File: src/rtl/card_pkg.sv
// rtl/card_pkg.sv - shared phase encoding, deck constants and card value mapping
package card_pkg;

  typedef enum logic [2:0] {
    INIT   = 3'd0,
    PLAYER = 3'd1,
    MASTER = 3'd2,
    DONE   = 3'd3,
    DRAW   = 3'd4
  } phase_t;

  localparam int DECK_SIZE  = 52;
  localparam int RANKS      = 13;
  localparam int ACE_VALUE  = 11;
  localparam int FACE_VALUE = 10;

  // Aces always leave as 11; soft-ace handling lives in the hand accumulators.
  function automatic logic [3:0] rank_to_value(input logic [5:0] index);
    logic [5:0] rank;
    rank = index % 6'(RANKS);
    if (rank == 6'd0)
      rank_to_value = 4'(ACE_VALUE);
    else if (rank >= 6'd10)
      rank_to_value = 4'(FACE_VALUE);
    else
      rank_to_value = 4'(rank + 6'd1);
  endfunction

endpackage

File: src/rtl/card_dealer_if.sv
// rtl/card_dealer_if.sv - game request and card delivery signals between dealer and game logic
interface card_dealer_if;
  import card_pkg::*;

  logic       hitPlayer;
  logic       standPlayer;
  logic       finishPlayer;
  logic       finishMaster;
  logic [3:0] cardValue;
  logic       cardReadyPlayer;
  logic       cardReadyMaster;
  logic [5:0] cardsDealt;
  phase_t     phase;
  logic       gameOver;

  modport master (
    input  hitPlayer, standPlayer, finishPlayer, finishMaster,
    output cardValue, cardReadyPlayer, cardReadyMaster, cardsDealt, phase, gameOver
  );

  modport slave (
    output hitPlayer, standPlayer, finishPlayer, finishMaster,
    input  cardValue, cardReadyPlayer, cardReadyMaster, cardsDealt, phase, gameOver
  );
endinterface

File: src/rtl/card_dealer_lfsr.sv
// rtl/card_dealer_lfsr.sv - LFSR card picker with dealt mask and draw_req/draw_ack handshake
module card_draw_lfsr
  import card_pkg::*;
#(
  parameter logic [7:0] LFSR_SEED = 8'hA5
) (
  input  logic       clock,
  input  logic       reset,
  input  logic       drawReq,
  output logic       drawAck,
  output logic [5:0] drawIndex
);

  logic [7:0]  lfsr;
  logic [63:0] dealtMask;
  logic        feedback;

  // x^8+x^6+x^5+x^4+1; maximal length, so every 6-bit index shows up within 255 steps.
  assign feedback  = lfsr[7] ^ lfsr[5] ^ lfsr[4] ^ lfsr[3];
  assign drawIndex = lfsr[5:0];
  assign drawAck   = drawReq && (drawIndex < 6'(DECK_SIZE)) && !dealtMask[drawIndex];

  always_ff @(posedge clock) begin
    if (reset) begin
      lfsr      <= LFSR_SEED;
      dealtMask <= '0;
    end else begin
      lfsr <= {lfsr[6:0], feedback};
      if (drawAck)
        dealtMask[drawIndex] <= 1'b1;
    end
  end

endmodule

File: src/rtl/card_dealer.sv
// rtl/card_dealer.sv - blackjack game sequencer and card router; CARD_DEALER_AUTO_STAND_EN adds idle auto-stand
module card_dealer
  import card_pkg::*;
#(
  parameter logic [7:0] LFSR_SEED     = 8'hA5,
  parameter int         STAND_TIMEOUT = 1000
) (
  input  logic          clock,
  input  logic          new_Game,
  card_dealer_if.master bus
);

  typedef enum logic [3:0] {
    S_INIT_P1, S_INIT_M1, S_INIT_P2, S_INIT_M2,
    S_PLAYER_TURN, S_MASTER_TURN,
    S_DRAW, S_DELIVER, S_GAP, S_DONE
  } state_t;

  state_t     state, stateNext;
  state_t     retState, retStateNext;
  logic       toPlayer, toPlayerNext;
  logic       drawReq, drawAck;
  logic [5:0] drawIndex;
  logic [3:0] cardValue;
  logic       readyPlayer, readyMaster;
  logic [5:0] cardsDealt;
  logic       deckEmpty, autoStand, standNow;
  phase_t     phaseNow;

  card_draw_lfsr #(.LFSR_SEED(LFSR_SEED)) drawUnit (
    .clock    (clock),
    .reset    (new_Game),
    .drawReq  (drawReq),
    .drawAck  (drawAck),
    .drawIndex(drawIndex)
  );

  assign deckEmpty = (cardsDealt == 6'(DECK_SIZE));
  assign standNow  = bus.standPlayer || bus.finishPlayer || autoStand;

`ifdef CARD_DEALER_AUTO_STAND_EN
  localparam int CNT_W = $clog2(STAND_TIMEOUT + 1);
  logic [CNT_W-1:0] idleCount;

  always_ff @(posedge clock) begin
    if (new_Game || state != S_PLAYER_TURN || bus.hitPlayer)
      idleCount <= '0;
    else
      idleCount <= idleCount + 1'b1;
  end

  // Fires in the cycle the count reaches the timeout, so the turn ends STAND_TIMEOUT cycles after entry.
  assign autoStand = (state == S_PLAYER_TURN) && !bus.hitPlayer &&
                     (idleCount == CNT_W'(STAND_TIMEOUT - 1));
`else
  assign autoStand = 1'b0;
`endif

  always_comb begin
    stateNext    = state;
    retStateNext = retState;
    toPlayerNext = toPlayer;
    drawReq      = 1'b0;
    unique case (state)
      S_INIT_P1: begin stateNext = S_DRAW; toPlayerNext = 1'b1; retStateNext = S_INIT_M1;     end
      S_INIT_M1: begin stateNext = S_DRAW; toPlayerNext = 1'b0; retStateNext = S_INIT_P2;     end
      S_INIT_P2: begin stateNext = S_DRAW; toPlayerNext = 1'b1; retStateNext = S_INIT_M2;     end
      S_INIT_M2: begin stateNext = S_DRAW; toPlayerNext = 1'b0; retStateNext = S_PLAYER_TURN; end
      S_PLAYER_TURN: begin
        if (standNow) begin
          stateNext = S_MASTER_TURN;
        end else if (bus.hitPlayer && !deckEmpty) begin
          stateNext    = S_DRAW;
          toPlayerNext = 1'b1;
          retStateNext = S_PLAYER_TURN;
        end
      end
      S_MASTER_TURN: begin
        if (bus.finishMaster || deckEmpty) begin
          stateNext = S_DONE;
        end else begin
          stateNext    = S_DRAW;
          toPlayerNext = 1'b0;
          retStateNext = S_MASTER_TURN;
        end
      end
      S_DRAW: begin
        drawReq = 1'b1;
        if (drawAck)
          stateNext = S_DELIVER;
      end
      S_DELIVER: stateNext = S_GAP;
      // Gives the target hand a cycle to update its finish flag before the turn decides again.
      S_GAP:     stateNext = retState;
      S_DONE:    stateNext = S_DONE;
      default:   stateNext = S_INIT_P1;
    endcase
  end

  always_ff @(posedge clock) begin
    if (new_Game) begin
      state       <= S_INIT_P1;
      retState    <= S_INIT_P1;
      toPlayer    <= 1'b0;
      cardValue   <= 4'd0;
      readyPlayer <= 1'b0;
      readyMaster <= 1'b0;
      cardsDealt  <= 6'd0;
    end else begin
      state       <= stateNext;
      retState    <= retStateNext;
      toPlayer    <= toPlayerNext;
      readyPlayer <= drawAck && toPlayer;
      readyMaster <= drawAck && !toPlayer;
      if (drawAck) begin
        cardValue  <= rank_to_value(drawIndex);
        cardsDealt <= cardsDealt + 6'd1;
      end
    end
  end

  always_comb begin
    phaseNow = DRAW;
    case (state)
      S_INIT_P1, S_INIT_M1, S_INIT_P2, S_INIT_M2: phaseNow = INIT;
      S_PLAYER_TURN: phaseNow = PLAYER;
      S_MASTER_TURN: phaseNow = MASTER;
      S_DONE:        phaseNow = DONE;
      default:       phaseNow = DRAW;
    endcase
  end

  assign bus.cardValue       = cardValue;
  assign bus.cardReadyPlayer = readyPlayer;
  assign bus.cardReadyMaster = readyMaster;
  assign bus.cardsDealt      = cardsDealt;
  assign bus.phase           = phaseNow;
  assign bus.gameOver        = (state == S_DONE);

endmodule

File: src/flat_wrapper.sv
// flat-port wrapper written by rule: the top's interface ports become plain ports
module card_dealer_flat import card_pkg::*;
#(
  parameter logic [7:0] LFSR_SEED     = 8'hA5,
  parameter int         STAND_TIMEOUT = 1000
)
  (clock, new_Game, bus_hitPlayer, bus_standPlayer, bus_finishPlayer, bus_finishMaster, bus_cardValue, bus_cardReadyPlayer, bus_cardReadyMaster, bus_cardsDealt, bus_phase, bus_gameOver);
  card_dealer_if bus_i ();
  input  logic clock;
  input  logic new_Game;
  input wire logic [$bits(bus_i.hitPlayer)-1:0] bus_hitPlayer;
  input wire logic [$bits(bus_i.standPlayer)-1:0] bus_standPlayer;
  input wire logic [$bits(bus_i.finishPlayer)-1:0] bus_finishPlayer;
  input wire logic [$bits(bus_i.finishMaster)-1:0] bus_finishMaster;
  output wire logic [$bits(bus_i.cardValue)-1:0] bus_cardValue;
  output wire logic [$bits(bus_i.cardReadyPlayer)-1:0] bus_cardReadyPlayer;
  output wire logic [$bits(bus_i.cardReadyMaster)-1:0] bus_cardReadyMaster;
  output wire logic [$bits(bus_i.cardsDealt)-1:0] bus_cardsDealt;
  output wire logic [$bits(bus_i.phase)-1:0] bus_phase;
  output wire logic [$bits(bus_i.gameOver)-1:0] bus_gameOver;
  assign bus_i.hitPlayer = bus_hitPlayer;
  assign bus_i.standPlayer = bus_standPlayer;
  assign bus_i.finishPlayer = bus_finishPlayer;
  assign bus_i.finishMaster = bus_finishMaster;
  assign bus_cardValue = bus_i.cardValue;
  assign bus_cardReadyPlayer = bus_i.cardReadyPlayer;
  assign bus_cardReadyMaster = bus_i.cardReadyMaster;
  assign bus_cardsDealt = bus_i.cardsDealt;
  assign bus_phase = bus_i.phase;
  assign bus_gameOver = bus_i.gameOver;
  card_dealer #(.LFSR_SEED(LFSR_SEED), .STAND_TIMEOUT(STAND_TIMEOUT)) u_core (.clock(clock), .new_Game(new_Game), .bus(bus_i));
endmodule
File: config.mk
export PLATFORM = sky130hd
export DESIGN_NAME = card_dealer_flat
export DESIGN_NICKNAME = d
export VERILOG_FILES = /design/src/rtl/card_pkg.sv /design/src/rtl/card_dealer_if.sv /design/src/rtl/card_dealer_lfsr.sv /design/src/rtl/card_dealer.sv /design/src/flat_wrapper.sv
export SDC_FILE = /design/constraint.sdc
export NUM_CORES = 1
export LEC_CHECK = 0
export CAP_MARGIN = 15
export CORE_UTILIZATION = 64
export DETAILED_ROUTE_END_ITERATION = 8
export GPL_TIMING_DRIVEN = 0
export HOLD_SLACK_MARGIN = 0.08
export PLACE_DENSITY = 0.83
export SLEW_MARGIN = 15
export SYNTH_ARGS = -nofsm -noshare
export SYNTH_HDL_FRONTEND = slang
export SYNTH_SLANG_ARGS = --single-unit
File: constraint.sdc
create_clock -name clock -period 5.5 [get_ports clock]
set_clock_uncertainty 0.15 [all_clocks]
set_input_delay 1.1 -clock clock [delete_from_list [all_inputs] [get_ports clock]]
set_output_delay 1.1 -clock clock [all_outputs]
set_load 0.005 [all_outputs]
==> flow_summary.ini <==
[outcome]
run_status = finished clean

[floorplanning]
die-area_um2 = 7160
fp.dieH_um = 84.6
floorplan.core_area_um2 = 6460
io_pins = 22
floorplan.die.width_um = 84.6
initial_utilization = 0.676
core.rowCount = 29

[route]
routed_wirelength_um = 10700
routed_wire_length_per_instance_um = 17.3
total_vias_in_the_final_route = 3869
firstDrtPassIters = 8
first_iter_violations = 482
detail_route.drc_violations = 0
route.antenna.remaining_nets = 0
routed_via_density = 6.26

[final_layout]
layout.filler_cells = 478
final_net_count = 549
areaGrowthSynthToFinish_pct = 11.3
fin_area_um2 = 4860
share_of_post_route_cells_with_drive_strength_above_1 = 0.107
antenna_cells = 0

[yosys]
synth-edff-count = 0
synth_seq_cells = 92
synth_fp_nets = 518
synth_cell_types = 66
synth-async-reset-ratio = 0
synth_area_um2 = 4370
seq_area_frac_synth = 0.422
syn_area_per_cell_um2 = 8.65
syn-instance-count = 505
synth_flop_cell = sky130_fd_sc_hd__dfxtp_1
synth.yosys.warnings = 0

[cts]
cts_buffers = 9
h-tree-depth = 3
cts_setup_buffers = 0
ctsLongestPathBuffers = 2
holdBufCountCts = 0
cts_num_sinks = 92
clk_root_buffer_cell = sky130_fd_sc_hd__clkbuf_8
later_pin_clock_latency_in_the_skew_report_ns = 0.37
cts_tree = yes
cts.reportedPaths.clkPinSlew_ns = 0.10
cts_resized = 0

[critical_path]
element_type_at_the_critical_path_end = register
crit_start = u_core.drawUnit.lfsr[5]
timing.critical_path.to = u_core.bus.cardValue[0]
critical_register_to_register_path_endpoint = u_core.bus.cardValue[0]
cp-start-kind = register
timing.setup.critical_path_class = register to register
ff2ff_path_depth = 17
reg2reg_slack_ns = 0.92
worst_ep_required_time_ns = 5.62
worst-endpoint-arrival_ns = 4.70
timing.critical_path.fanout_max = 10
rr_startpoint = u_core.drawUnit.lfsr[5]

[timing]
fin_crit_sh = 0.832
setup_viol_count_final = 0
setup-tns-final_ns = 0
timing.final.max_slew_violations = 0
timing.final.hold_violations = 0
grt_setup_unrepaired = no
worst_slew_pin_slew_ns = 0.987
post-route-min-period_ns = 4.58
timing.slew.headroom = 0.337
max_freq_ghz = 0.219

[placement]
buffer_ports.inserted = 20
dp_hpwl_um = 7390
gp_routability_congestion = 0.940
placed_area_um2 = 4660

[global_route]
grt_pass1_vias = 3592
groute.usage.overall = 0.310
grt.overflow.total = 0
global_route_wire_length_before_repair_um = 17300
grt_start_max_net_pins = 19
antenna_violations_before_repair = 0

[hold_path]
holdCritPathClass = register to register

[power]
leakagePower_nw = 1.89
irDropWorstVdd_mv = 0.175
power_density_over_the_cells_nw_per_um2 = 297

[job]
cap_viol_max_count = 0
==> through the flow <==
| step | power [mW] | hold WS, ns | instances | setup WS, ns | util |
|---|---|---|---|---|---|
| after floorplan | 0.928 | 0.239 | 505 | 1.79 | - |
| final | 1.44 | 0.266 | 618 | 0.925 | 0.753 |
| after CTS | 1.44 | 0.265 | 618 | 1.06 | 0.753 |
| after detailed placement | 1.01 | 0.243 | 602 | 1.10 | 0.722 |
| after global placement | 1.01 | 0.240 | 602 | 1.21 | 0.722 |
| after global routing | 1.50 | 0.299 | 618 | 0.702 | 0.753 |
==> cell families after synthesis <==
group           count (synthesis)  share of synthesized area
compound gates                130                      0.187
xor+xnor                       12                     0.0241
fa+ha+maj                       7                     0.0201
buf+inv                        51                     0.0527
flops                          92                      0.422
mux                            25                     0.0819
simple gates                  188                      0.212
==> worst min-delay path by stage <==
stage / slack [ns] / cells after the start / end / from
4_1_cts: 0.27 / 1 / u_core.drawUnit.lfsr[7] / u_core.drawUnit.lfsr[6]
3_3_place_gp: 0.24 / 1 / u_core.drawUnit.lfsr[7] / u_core.drawUnit.lfsr[6]
3_5_place_dp: 0.24 / 1 / u_core.drawUnit.lfsr[7] / u_core.drawUnit.lfsr[6]
6_report: 0.27 / 1 / u_core.drawUnit.lfsr[7] / u_core.drawUnit.lfsr[6]
5_1_grt: 0.30 / 1 / u_core.drawUnit.lfsr[7] / u_core.drawUnit.lfsr[6]
2_1_floorplan: 0.24 / 1 / u_core.drawUnit.lfsr[7] / u_core.drawUnit.lfsr[6]
==> layout make-up <==
type	count	area, um2	area share
Inverter	12	45.0	0.00927
Buffer	39	185	0.0381
Sequential cell	92	1840	0.379
Multi-Input combinational cell	362	2300	0.472
Clock buffer	9	124	0.0255
Tap cell	77	96.3	0.0198
Timing Repair Buffer	20	200	0.0412
Clock inverter	7	72.6	0.0149
==> registers in the layout (all words and copies together), names as in the netlist <==
signal and cells:
u_core.state 4, u_core.bus.cardValue 4, u_core.bus.cardReadyPlayer 1, u_core.toPlayer 1, u_core.drawUnit.lfsr 8, u_core.retState 3
u_core.bus.cardReadyMaster 1, u_core.bus.cardsDealt 6, u_core.drawUnit.dealtMask 64
==> cells in the mapped netlist (5+ instances only) <==
cell type	number	area [um2]
sky130_fd_sc_hd__xor2_1	8	70.1
sky130_fd_sc_hd__nand3_1	5	25.0
sky130_fd_sc_hd__nor2b_1	18	113
sky130_fd_sc_hd__a21oi_1	70	350
sky130_fd_sc_hd__clkbuf_1	23	86.3
sky130_fd_sc_hd__nor3b_1	6	45.0
sky130_fd_sc_hd__inv_1	10	37.5
sky130_fd_sc_hd__nor3_1	8	40.0
sky130_fd_sc_hd__mux4_2	8	180
sky130_fd_sc_hd__ha_1	7	87.6
sky130_fd_sc_hd__dfxtp_1	92	1840
sky130_fd_sc_hd__o21ai_0	12	60.1
sky130_fd_sc_hd__nor2_1	93	349
sky130_fd_sc_hd__mux2i_1	11	110
sky130_fd_sc_hd__nand2_1	21	78.8
sky130_fd_sc_hd__nand2b_1	8	50.1
sky130_fd_sc_hd__or2_2	5	31.3
sky130_fd_sc_hd__buf_2	10	50.1
sky130_fd_sc_hd__and3_1	5	31.3
sky130_fd_sc_hd__and2_1	5	31.3
==> cell usage in the layout (no fill, tap or decap), drive strengths merged, types with 8 or more instances in the layout <==
cell           count
inv               14
a21oi             70
clkdlybuf4s50     20
nand2b             8
nor2b             18
nand2             21
nor3b              9
buf               16
nor3               8
dfxtp             92
xor2               8
nor2              93
mux4               8
clkbuf            32
o21ai             12
mux2i             11
==> metal layers <==
| layer | GRT usage | up-vias | wire, um |
|---|---|---|---|
| met3 | 0.0678 | 44 | 958 |
| met1 | 0.416 | 1801 | 4570 |
| met5 | 0 | - | 0 |
| met4 | 0.156 | 0 | 331 |
| met2 | 0.475 | 195 | 4800 |
| li1 | - | 1829 | - |
==> power by group <==
group	switching (mW)	internal (mW)
Clock	0.264	0.176
Sequential	0.0122	0.684
Combinational	0.192	0.116
==> worst max-delay path, stage by stage (launching register included) <==
cell and delay, ns:
sky130_fd_sc_hd__dfxtp_1 0.40, sky130_fd_sc_hd__clkbuf_1 0.32, sky130_fd_sc_hd__buf_1 0.47, sky130_fd_sc_hd__nand2_1 0.17, sky130_fd_sc_hd__mux2i_1 0.27, sky130_fd_sc_hd__ha_1 0.33, sky130_fd_sc_hd__a21oi_1 0.18, sky130_fd_sc_hd__a311oi_1 0.08
sky130_fd_sc_hd__a22oi_2 0.42, sky130_fd_sc_hd__and2_1 0.23, sky130_fd_sc_hd__nor2_1 0.06, sky130_fd_sc_hd__nor2_1 0.10, sky130_fd_sc_hd__o22ai_1 0.12, sky130_fd_sc_hd__ha_1 0.27, sky130_fd_sc_hd__o22ai_1 0.18, sky130_fd_sc_hd__o221ai_1 0.20
sky130_fd_sc_hd__o211a_1 0.26, sky130_fd_sc_hd__nor4_1 0.27
Note: power is estimated with default switching activity, not from simulation.
